**config.mk**
```make
export PLATFORM = sky130hd
export DESIGN_NAME = alu_pipelined_flat
export DESIGN_NICKNAME = d
export VERILOG_FILES = /design/src/rtl/alu_pkg.sv /design/src/rtl/alu_pipelined_if.sv /design/src/rtl/alu_exec.sv /design/src/rtl/alu_pipelined.sv /design/src/flat_wrapper.sv
export SDC_FILE = /design/constraint.sdc
export NUM_CORES = 1
export LEC_CHECK = 0
export BUFFER_PORTS_ARGS = -buffer_cell sky130_fd_sc_hd__buf_2
export CAP_MARGIN = 20
export CORE_ASPECT_RATIO = 0.6
export CORE_MARGIN = 2
export CORE_UTILIZATION = 65
export DETAILED_ROUTE_END_ITERATION = 6
export GPL_ROUTABILITY_DRIVEN = 1
export PLACE_DENSITY = 0.84
export SLEW_MARGIN = 20
export SYNTH_ARGS = -nofsm -noshare
export SYNTH_HDL_FRONTEND = slang
export SYNTH_SLANG_ARGS = --single-unit
```
**constraint.sdc**
```tcl
create_clock -name CLK -period 8.3 [get_ports CLK]
set_input_delay 1.66 -clock CLK [delete_from_list [all_inputs] [get_ports CLK]]
set_output_delay 1.66 -clock CLK [all_outputs]
set_load 0.01 [all_outputs]
```
**src/rtl/alu_pkg.sv**
```systemverilog
// Shared encodings for the pipelined ALU: unit select, per-unit op codes,
// compare result codes and one-hot unit tags.
package alu_pkg;

    typedef enum logic [1:0] {
        UNIT_ARITH = 2'b00,
        UNIT_LOGIC = 2'b01,
        UNIT_CMP   = 2'b10,
        UNIT_SHIFT = 2'b11
    } unit_e;

    localparam logic [1:0] OP_ADD      = 2'b00;
    localparam logic [1:0] OP_SUB      = 2'b01;
    localparam logic [1:0] OP_MUL      = 2'b10;
    localparam logic [1:0] OP_DIV      = 2'b11;

    localparam logic [1:0] OP_AND      = 2'b00;
    localparam logic [1:0] OP_OR       = 2'b01;
    localparam logic [1:0] OP_NAND     = 2'b10;
    localparam logic [1:0] OP_NOR      = 2'b11;

    localparam logic [1:0] OP_EQ       = 2'b00;
    localparam logic [1:0] OP_GT       = 2'b01;
    localparam logic [1:0] OP_LT       = 2'b10;
    localparam logic [1:0] OP_CMP_NONE = 2'b11;

    localparam logic [1:0] OP_SRL_A    = 2'b00;
    localparam logic [1:0] OP_SLL_A    = 2'b01;
    localparam logic [1:0] OP_SRL_B    = 2'b10;
    localparam logic [1:0] OP_SLL_B    = 2'b11;

    localparam logic [1:0] CMP_EQ      = 2'd1;
    localparam logic [1:0] CMP_GT      = 2'd2;
    localparam logic [1:0] CMP_LT      = 2'd3;

    localparam logic [3:0] UF_ARITH    = 4'b0001;
    localparam logic [3:0] UF_LOGIC    = 4'b0010;
    localparam logic [3:0] UF_CMP      = 4'b0100;
    localparam logic [3:0] UF_SHIFT    = 4'b1000;

endpackage

```
**src/rtl/alu_pipelined_if.sv**
```systemverilog
// Operand/result bus of the pipelined ALU with valid/ready handshakes on both
// sides. master = producer/consumer side, slave = the ALU.
interface alu_pipelined_if #(
    parameter int WIDTH     = 16,
    parameter int OUT_WIDTH = 2 * WIDTH
);
    logic [WIDTH-1:0]     A;
    logic [WIDTH-1:0]     B;
    logic [3:0]           ALU_FUN;
    logic                 In_Valid;
    logic                 In_Ready;
    logic                 Out_Valid;
    logic                 Out_Ready;
    logic [OUT_WIDTH-1:0] Result;
    logic [3:0]           Unit_Flag;
    logic                 Err_Flag;

    modport master (
        output A, B, ALU_FUN, In_Valid, Out_Ready,
        input  In_Ready, Out_Valid, Result, Unit_Flag, Err_Flag
    );

    modport slave (
        input  A, B, ALU_FUN, In_Valid, Out_Ready,
        output In_Ready, Out_Valid, Result, Unit_Flag, Err_Flag
    );
endinterface

```
**src/rtl/alu_exec.sv**
```systemverilog
// Combinational ALU datapath: signed arith, logic, compare and shift units.
// The arith divider is only built when ALU_PIPELINED_DIV_EN is defined.
module alu_exec
    import alu_pkg::*;
#(
    parameter int WIDTH     = 16,
    parameter int OUT_WIDTH = 2 * WIDTH
) (
    input  logic [WIDTH-1:0]     a,
    input  logic [WIDTH-1:0]     b,
    input  logic [3:0]           alu_fun,
    output logic [OUT_WIDTH-1:0] result,
    output logic [3:0]           unit_flag,
    output logic                 err_flag
);
    logic signed [OUT_WIDTH-1:0] a_s;
    logic signed [OUT_WIDTH-1:0] b_s;
    logic [WIDTH-1:0]            narrow;
    logic [1:0]                  cmp_code;
    logic [1:0]                  op;
    unit_e                       unit;

    assign a_s  = {{(OUT_WIDTH-WIDTH){a[WIDTH-1]}}, a};
    assign b_s  = {{(OUT_WIDTH-WIDTH){b[WIDTH-1]}}, b};
    assign op   = alu_fun[1:0];
    assign unit = unit_e'(alu_fun[3:2]);

    // Non-arith units work at operand width and are zero-extended afterwards
    always_comb begin
        result    = '0;
        unit_flag = '0;
        err_flag  = 1'b0;
        narrow    = '0;
        cmp_code  = 2'b00;
        case (unit)
            UNIT_ARITH: begin
                unit_flag = UF_ARITH;
                case (op)
                    OP_ADD: result = a_s + b_s;
                    OP_SUB: result = a_s - b_s;
                    OP_MUL: result = a_s * b_s;
                    OP_DIV: begin
`ifdef ALU_PIPELINED_DIV_EN
                        if (b_s == '0) err_flag = 1'b1;
                        else           result   = a_s / b_s;
`else
                        err_flag = 1'b1;
`endif
                    end
                endcase
            end
            UNIT_LOGIC: begin
                unit_flag = UF_LOGIC;
                case (op)
                    OP_AND:  narrow = a & b;
                    OP_OR:   narrow = a | b;
                    OP_NAND: narrow = ~(a & b);
                    OP_NOR:  narrow = ~(a | b);
                endcase
                result = {{(OUT_WIDTH-WIDTH){1'b0}}, narrow};
            end
            UNIT_CMP: begin
                unit_flag = UF_CMP;
                case (op)
                    OP_EQ:       cmp_code = (a_s == b_s) ? CMP_EQ : 2'b00;
                    OP_GT:       cmp_code = (a_s > b_s)  ? CMP_GT : 2'b00;
                    OP_LT:       cmp_code = (a_s < b_s)  ? CMP_LT : 2'b00;
                    OP_CMP_NONE: cmp_code = 2'b00;
                endcase
                result = {{(OUT_WIDTH-2){1'b0}}, cmp_code};
            end
            UNIT_SHIFT: begin
                unit_flag = UF_SHIFT;
                case (op)
                    OP_SRL_A: narrow = a >> 1;
                    OP_SLL_A: narrow = a << 1;
                    OP_SRL_B: narrow = b >> 1;
                    OP_SLL_B: narrow = b << 1;
                endcase
                result = {{(OUT_WIDTH-WIDTH){1'b0}}, narrow};
            end
        endcase
    end
endmodule

```
**src/rtl/alu_pipelined.sv**
```systemverilog
// Two-stage pipelined ALU: stage 1 holds operands, stage 2 holds the result.
// Optional divider enabled by ALU_PIPELINED_DIV_EN (see alu_exec).
module alu_pipelined
    import alu_pkg::*;
#(
    parameter int WIDTH     = 16,
    parameter int OUT_WIDTH = 2 * WIDTH
) (
    input  logic          CLK,
    input  logic          RST,
    alu_pipelined_if.slave bus
);
    logic                 s1_valid_q, s1_valid_d;
    logic [WIDTH-1:0]     s1_a_q, s1_a_d;
    logic [WIDTH-1:0]     s1_b_q, s1_b_d;
    logic [3:0]           s1_fun_q, s1_fun_d;
    logic                 s2_valid_q, s2_valid_d;
    logic [OUT_WIDTH-1:0] s2_result_q, s2_result_d;
    logic [3:0]           s2_unit_q, s2_unit_d;
    logic                 s2_err_q, s2_err_d;

    logic                 in_fire, out_fire, s2_load;
    logic [OUT_WIDTH-1:0] exec_result;
    logic [3:0]           exec_unit;
    logic                 exec_err;

    alu_exec #(.WIDTH(WIDTH), .OUT_WIDTH(OUT_WIDTH)) u_exec (
        .a         (s1_a_q),
        .b         (s1_b_q),
        .alu_fun   (s1_fun_q),
        .result    (exec_result),
        .unit_flag (exec_unit),
        .err_flag  (exec_err)
    );

    // Only stall upstream when both stages are full and the result is not leaving
    assign bus.In_Ready = RST && !(s1_valid_q && s2_valid_q && !bus.Out_Ready);
    assign in_fire      = bus.In_Valid && bus.In_Ready;
    assign out_fire     = s2_valid_q && bus.Out_Ready;
    assign s2_load      = s1_valid_q && (!s2_valid_q || bus.Out_Ready);

    always_comb begin
        s1_valid_d  = s1_valid_q;
        s1_a_d      = s1_a_q;
        s1_b_d      = s1_b_q;
        s1_fun_d    = s1_fun_q;
        s2_valid_d  = s2_valid_q;
        s2_result_d = s2_result_q;
        s2_unit_d   = s2_unit_q;
        s2_err_d    = s2_err_q;
        if (s2_load) begin
            s2_valid_d  = 1'b1;
            s2_result_d = exec_result;
            s2_unit_d   = exec_unit;
            s2_err_d    = exec_err;
        end else if (out_fire) begin
            s2_valid_d  = 1'b0;
        end
        if (in_fire) begin
            s1_valid_d = 1'b1;
            s1_a_d     = bus.A;
            s1_b_d     = bus.B;
            s1_fun_d   = bus.ALU_FUN;
        end else if (s2_load) begin
            s1_valid_d = 1'b0;
        end
    end

    always_ff @(posedge CLK) begin
        if (!RST) begin
            s1_valid_q  <= 1'b0;
            s1_a_q      <= '0;
            s1_b_q      <= '0;
            s1_fun_q    <= '0;
            s2_valid_q  <= 1'b0;
            s2_result_q <= '0;
            s2_unit_q   <= '0;
            s2_err_q    <= 1'b0;
        end else begin
            s1_valid_q  <= s1_valid_d;
            s1_a_q      <= s1_a_d;
            s1_b_q      <= s1_b_d;
            s1_fun_q    <= s1_fun_d;
            s2_valid_q  <= s2_valid_d;
            s2_result_q <= s2_result_d;
            s2_unit_q   <= s2_unit_d;
            s2_err_q    <= s2_err_d;
        end
    end

    assign bus.Out_Valid = s2_valid_q;
    assign bus.Result    = s2_result_q;
    assign bus.Unit_Flag = s2_valid_q ? s2_unit_q : 4'b0000;
    assign bus.Err_Flag  = s2_valid_q && s2_err_q;
endmodule

```
**src/flat_wrapper.sv**
```systemverilog
// flat-port wrapper written by rule: the top's interface ports become plain ports
module alu_pipelined_flat import alu_pkg::*;
#(
    parameter int WIDTH     = 16,
    parameter int OUT_WIDTH = 2 * WIDTH
)
  (CLK, RST, bus_A, bus_B, bus_ALU_FUN, bus_In_Valid, bus_Out_Ready, bus_In_Ready, bus_Out_Valid, bus_Result, bus_Unit_Flag, bus_Err_Flag);
  alu_pipelined_if #(.WIDTH(WIDTH), .OUT_WIDTH(OUT_WIDTH)) bus_i ();
  input  logic CLK;
  input  logic RST;
  input wire logic [$bits(bus_i.A)-1:0] bus_A;
  input wire logic [$bits(bus_i.B)-1:0] bus_B;
  input wire logic [$bits(bus_i.ALU_FUN)-1:0] bus_ALU_FUN;
  input wire logic [$bits(bus_i.In_Valid)-1:0] bus_In_Valid;
  input wire logic [$bits(bus_i.Out_Ready)-1:0] bus_Out_Ready;
  output wire logic [$bits(bus_i.In_Ready)-1:0] bus_In_Ready;
  output wire logic [$bits(bus_i.Out_Valid)-1:0] bus_Out_Valid;
  output wire logic [$bits(bus_i.Result)-1:0] bus_Result;
  output wire logic [$bits(bus_i.Unit_Flag)-1:0] bus_Unit_Flag;
  output wire logic [$bits(bus_i.Err_Flag)-1:0] bus_Err_Flag;
  assign bus_i.A = bus_A;
  assign bus_i.B = bus_B;
  assign bus_i.ALU_FUN = bus_ALU_FUN;
  assign bus_i.In_Valid = bus_In_Valid;
  assign bus_i.Out_Ready = bus_Out_Ready;
  assign bus_In_Ready = bus_i.In_Ready;
  assign bus_Out_Valid = bus_i.Out_Valid;
  assign bus_Result = bus_i.Result;
  assign bus_Unit_Flag = bus_i.Unit_Flag;
  assign bus_Err_Flag = bus_i.Err_Flag;
  alu_pipelined #(.WIDTH(WIDTH), .OUT_WIDTH(OUT_WIDTH)) u_core (.CLK(CLK), .RST(RST), .bus(bus_i));
endmodule
```
**After elaboration in Yosys (flattened, before gate mapping)**

Index checks and enable logic that the tools add are counted.

- Register bits after elaboration: 75
- Input port bits: 40

- Add/subtract/negate cells: 2
- Multipliers: 1
- Order comparisons: 2
- Equality and inequality tests: 7
- Multiplexer cells: 16
- Bitwise gates (word level): 4
- Reduce and logical (&&, ||, !) cells: 15

Operators by type and width:

| kind | count |
|---|---|
| $pmux W16 S4 | 2 |
| $pmux W32 S4 | 1 |
| $pmux W32 S3 | 1 |
| $mul A16 B16 Y32 | 1 |
| $not A16 Y16 | 2 |
| $add A16 B16 Y17 | 1 |
| $sub A16 B16 Y17 | 1 |
| $and A16 B16 Y16 | 1 |
| $eq A16 B16 Y1 | 1 |
| $gt A16 B16 Y1 | 1 |
| $lt A16 B16 Y1 | 1 |
| $or A16 B16 Y16 | 1 |
| $pmux W4 S4 | 1 |
| $eq A2 B2 Y1 const B | 4 |
| $pmux W2 S4 | 1 |
| $logic_and A1 B1 Y1 | 7 |
| $mux W1 | 7 |
| $eq A2 B1 Y1 const B | 2 |
| $logic_not A2 Y1 | 2 |
| $mux W2 | 2 |
| $mux W4 | 1 |
| $reduce_bool A2 Y1 | 2 |
| $logic_not A1 Y1 | 3 |
| $logic_or A1 B1 Y1 | 1 |

**Longest topological paths before layout**

- Word-level depth: 6
- Gate-level depth with buffers: 23

**Modules after synthesis**

From an unflattened synthesis, not the netlist that was laid out.

- Cell total of the unflattened synthesis: 1884
- Area, all modules: 15901.5 um^2

By module, submodules not included:

| module | instances | cells an instance | area each (um^2) | seq. area each (um^2) |
|---|---|---|---|---|
| alu_exec | 1 | 1548 | 12879.9 | 0.0 |
| alu_pipelined | 1 | 336 | 3021.6 | 1501.4 |

**Worst setup path after synthesis**

No wires, ideal clock.

- Kind: register to register
- Start point: register u_core.s1_a_q[8]
- End point: register u_core.s2_result_q[31] (netlist: u_core.bus.Result[31])
- Setup time: 0.134 ns
- Data arrival time: 6.141 ns
- Setup slack: 2.024 ns
- Stages on the path, launching flop included: 23
- Path buffers: 1
- Cells stage by stage: dfxtp_1 -> clkbuf_1 -> clkinv_1 -> nor2_1 -> fa_1 -> inv_1 -> fa_1 -> fa_1 -> inv_1 -> fa_1 -> fa_1 -> inv_1 -> fa_1 -> inv_1 -> ha_1 -> nand3_4 -> a211oi_4 -> a21boi_4 -> o2111ai_4 -> a211oi_4 -> o2111ai_2 -> nand4_1 -> or4b_1

- Cells in the longest elaborated chain, start to end: 3
- Elaborated cells on any way between the ends: 5
- Those cells by class: 2 x add/sub; 1 x mul; 2 x mux

Ends and longest elaborated chain:

| what | line | RTL |
|---|---|---|
| from (decl) | alu_pipelined.sv:14 | `logic [WIDTH-1:0] s1_a_q, s1_a_d;` |
| from (signal assigned) | alu_pipelined.sv:72 | `s1_a_q <= '0;` |
| from (signal assigned) | alu_pipelined.sv:81 | `s1_a_q <= s1_a_d;` |
| $mul A16 B16 Y32 (tied with other cells) | alu_exec.sv:41 | `OP_MUL: result = a_s * b_s;` |
| $pmux W32 S3 * | alu_exec.sv:38 | `case (op)` |
| $pmux W32 S4 * | alu_exec.sv:35 | `case (unit)` |
| to (signal assigned) | alu_pipelined.sv:85 | `s2_result_q <= s2_result_d;` |
| to (decl) | alu_pipelined.sv:18 | `logic [OUT_WIDTH-1:0] s2_result_q, s2_result_d;` |

Mark *: on every way between the ends. The rest lies on a longest branch, timed or not.
A chain may end at the register's enable or synchronous reset.

**Worst setup path in the final report**

- Start point: register u_core.s1_a_q[9]
- End point: register u_core.s2_result_q[31] (netlist: u_core.bus.Result[31])

Same word-level chain as after synthesis.

==> impl_metrics.toml <==
[place]
placedInstanceArea_um2 = 15600
port-buffer-count = 78
dp.final_hpwl_um = 40200
numPlacedInstances = 2101
gp_congestion = 1.06

[cells_and_area]
instances_no_fill = 2117
seqCellArea_um2 = 1500
layout-drive-gt1-share_pct = 8.49
multi_input_gate_area_um2 = 11900
filler_cell_count = 1881
number_of_antenna_diodes = 0
post-route-cell-area_um2 = 15900
layout_overhead_on_the_synthesized_area_pct = 5.94
design.final.nets = 2233

[critical_path]
crit-reg2reg-capture = "u_core.bus.Result[31]"
reg2reg_setup_slack_ns = 0.90
critPathSlowestCell = "dfxtp_1"
timing.critical_path.fanout_max = 14
crit_arrival_ns = 7.64
cp_num_buf_inv = 5
worst_path_dominant_cell_family = "adder cells"
cpMostUsedCell = "fa_1"
wp_depth = 21
timing_worst_setup_path_type = "flop to flop"
worst-r2r-cell-count = 21
cp.required_ns = 8.54
r2r_path_start = "u_core.s1_a_q[9]"
path_cells = "clkinv_1 -> nor2_1 -> fa_1 -> inv_1 -> fa_1 -> fa_1 -> inv_1 -> fa_1 -> fa_1 -> inv_1 -> fa_1 -> inv_1 -> ha_1 -> nand3_4 -> a211oi_4 -> a21boi_4 -> o2111ai_4 -> a211oi_4 -> o2111ai_2 -> nand4_1 -> or4b_1"
startpoint_type = "flop"
timing.critical_path.slowest_cell_delay_ns = 0.84
crit_end_element = "flop"

[clock_network]
max-clock-path-buffers = 2
h-tree-depth = 3
cts.sinks = 75
clk_latency_ns = 0.36
cts_hold_repair.buffers = 0
cts_tree = "yes"
cts_buffers = 9
clk_transition_reported_paths_ns = 0.07
cts_root_buf = "clkbuf_16"
post_cts_resize_count = 0
postCtsSetupBuffers = 0

[drt]
drt_pre_antenna_iters = 6
drt_iter0_drc = 1647
num_vias = 13359
routed_via_density = 6.31
met3WireLength_um = 9750
post_drt_wl_per_cell_um = 24.0
totalWireLength_um = 50900
highest-signal-layer = "met5"
drt-met1-wl_um = 20000
wl_met2_um = 19900
antenna_left = 0
route.detailed.drc = 0

[sta]
fin_hold_ws_ns = 0.449
report.final.setup_viol = 0
final_period_minus_worst_setup_slack_ns = 7.40
period_share_pct = 89.2
setup_total_negative_slack_ns = 0
tightestPinTransition_ns = 1.06
timing_hold_violations_final = 0
timing.clock.skew_ns = 0.0130
unrepaired_setup_endpoints_after_global_routing = "no"
achievable-frequency_mhz = 135
finalMaxSlewViolations = 0
slew-limit-headroom_pct = 28.9

[global_route]
grt_residual_overflow = 0
number_of_global_route_vias_before_repair = 13242
largest_net_degree_at_the_start_of_global_routing = 70
antenna_found_initial = 1
global_route_wire_length_before_repair_um = 78800
track_usage_pct = 43.4

[die]
dieWidth_um = 200
die_h_um = 122
initial_cell_density_of_the_core_pct = 65.7
top_level_ports = 79
floorplan.die_area_um2 = 24400
rows = 43
core-area_um2 = 22900

[synthesis]
synth.yosys.seq_area_share_pct = 9.98
syn-cell-area_um2 = 15100
gate_count_of_the_mapped_netlist = 1781
ys_ff_latch = 75
ys_warn_count = 0
syn-num-nets = 2217
ys_types = 81
synth_enable_flop_cells = 0
synthesis.area_per_instance_um2 = 8.45
ys_flop_type = "dfxtp_1"
async_reset_ff_share_pct = 0

[power]
p_leak_nw = 7.84
design_power_total_mw = 2.36
power_density_nw_per_um2 = 148
vdd_drop_max_uv = 116

[worst_hold_path]
worst_hold_startpoint = "u_core.s2_unit_q[2]"
hold_path_class = "flop to flop"
hold_end = "u_core.s2_unit_q[2]"
min_path_cells = 2

[outcome]
outcome = "complete, no violations"

[job]
maxCapViolations = 0
[cells in the mapped netlist, types with 5 or more instances]
cell type  number  area, µm²
a211oi_1        6       45.0
a21o_1          9       67.6
a21oi_1        88        440
a221o_1         8       80.1
a22oi_1         5       37.5
a31oi_1         7       43.8
and2_1          9       56.3
buf_1          16       60.1
clkbuf_1       69        259
clkinv_1        8       30.0
dfxtp_1        75       1500
fa_1          264       5290
ha_1          132       1650
inv_1         331       1240
inv_2           8       30.0
mux2i_1        13        130
mux4_2          6        135
nand2_1       219        822
nand2b_1        7       43.8
nand3_1        16       80.1
nor2_1        187        702
nor2b_1         6       37.5
nor3_1         14       70.1
o211ai_1       13       97.6
o21a_1         12       90.1
o21ai_0        52        260
o21bai_1        7       52.6
o221ai_1        6       52.6
o22ai_1         7       43.8
o31ai_1        43        323
xnor2_1        42        368
xor2_1         12        105
[how the worst max path moves through the flow]
stage	to	from
floorplan	u_core.bus.Result[31]	u_core.s1_a_q[8]
finish	u_core.bus.Result[31]	u_core.s1_a_q[9]
global route	u_core.bus.Result[31]	u_core.s1_a_q[9]
global placement	u_core.bus.Result[31]	u_core.s1_a_q[9]
detailed placement	u_core.bus.Result[31]	u_core.s1_a_q[8]
CTS	u_core.bus.Result[31]	u_core.s1_a_q[8]
[logic make-up after synthesis]
logic type	after synthesis	synth area share (%)
compound gates	315	14.5
flops	75	9.98
xor+xnor	54	3.14
buf+inv	434	10.8
fa+ha+maj	396	46.1
mux	20	1.84
simple gates	487	13.6
[registers in the layout (all words and copies together) (netlist names)]
name,count
u_core.s2_err_q,1
u_core.s1_valid_q,1
u_core.s1_b_q,16
u_core.s1_fun_q,4
u_core.s2_unit_q,4
u_core.s1_a_q,16
u_core.bus.Result,32
u_core.bus.Out_Valid,1
[cell usage in the layout, fill, tap and decap left out, drive strengths merged, types with 9 or more instances in the layout]
cell and instances:
clkbuf 9, a21o 10, nand2 219, and2 9
o211ai 13, xor2 12, mux2i 13, ha 132
fa 264, buf 92, nor3 15, a21oi 88
nand3 17, o21a 12, dfxtp 75, inv 343
o21ai 57, xnor2 42, o31ai 45, nor2 187
[worst register-to-register path: stages, from the launching register on]
cell,delay (ns)
dfxtp_1,0.84
clkinv_1,0.59
nor2_1,0.29
fa_1,0.43
inv_1,0.08
fa_1,0.43
fa_1,0.51
inv_1,0.05
fa_1,0.48
fa_1,0.49
inv_1,0.05
fa_1,0.52
inv_1,0.07
ha_1,0.43
nand3_4,0.13
a211oi_4,0.28
a21boi_4,0.26
o2111ai_4,0.19
a211oi_4,0.34
o2111ai_2,0.22
nand4_1,0.14
or4b_1,0.44
[layer usage]
layer / track usage [%] / vias to the layer above
met3: 23.9 / 127
met1: 59.7 / 6444
met5: 2.38 / -
met2: 59.8 / 1094
li1: - / 5690
met4: 8.89 / 4
[power by group]
group | total [mW] | leakage [nW] | internal (mW) | switching (mW)
Clock | 0.464 | 0.159 | 0.269 | 0.195
Sequential | 0.444 | 0.617 | 0.386 | 0.0581
Combinational | 1.45 | 7.06 | 0.528 | 0.923
Total | 2.36 | 7.84 | 1.18 | 1.18
[stage by stage]
| step | worst slack (ns) | utilization (%) |
|---|---|---|
| final | 0.896 | 69.6 |
| after detailed placement | 1.08 | 68.1 |
| after CTS | 1.05 | 69.6 |
| after global placement | 1.14 | 68.1 |
| after global routing | 0.695 | 69.6 |
| after floorplan | 2.02 | - |
[area by class of cell]
cell class	instances	area share [%]
Clock inverter	7	0.659
Timing Repair Buffer	92	3.11
Tap cell	315	2.47
Inverter	347	8.17
Multi-Input combinational cell	1272	74.7
Sequential cell	75	9.43
Clock buffer	9	1.41
Note: power is estimated with default switching activity, not from simulation.
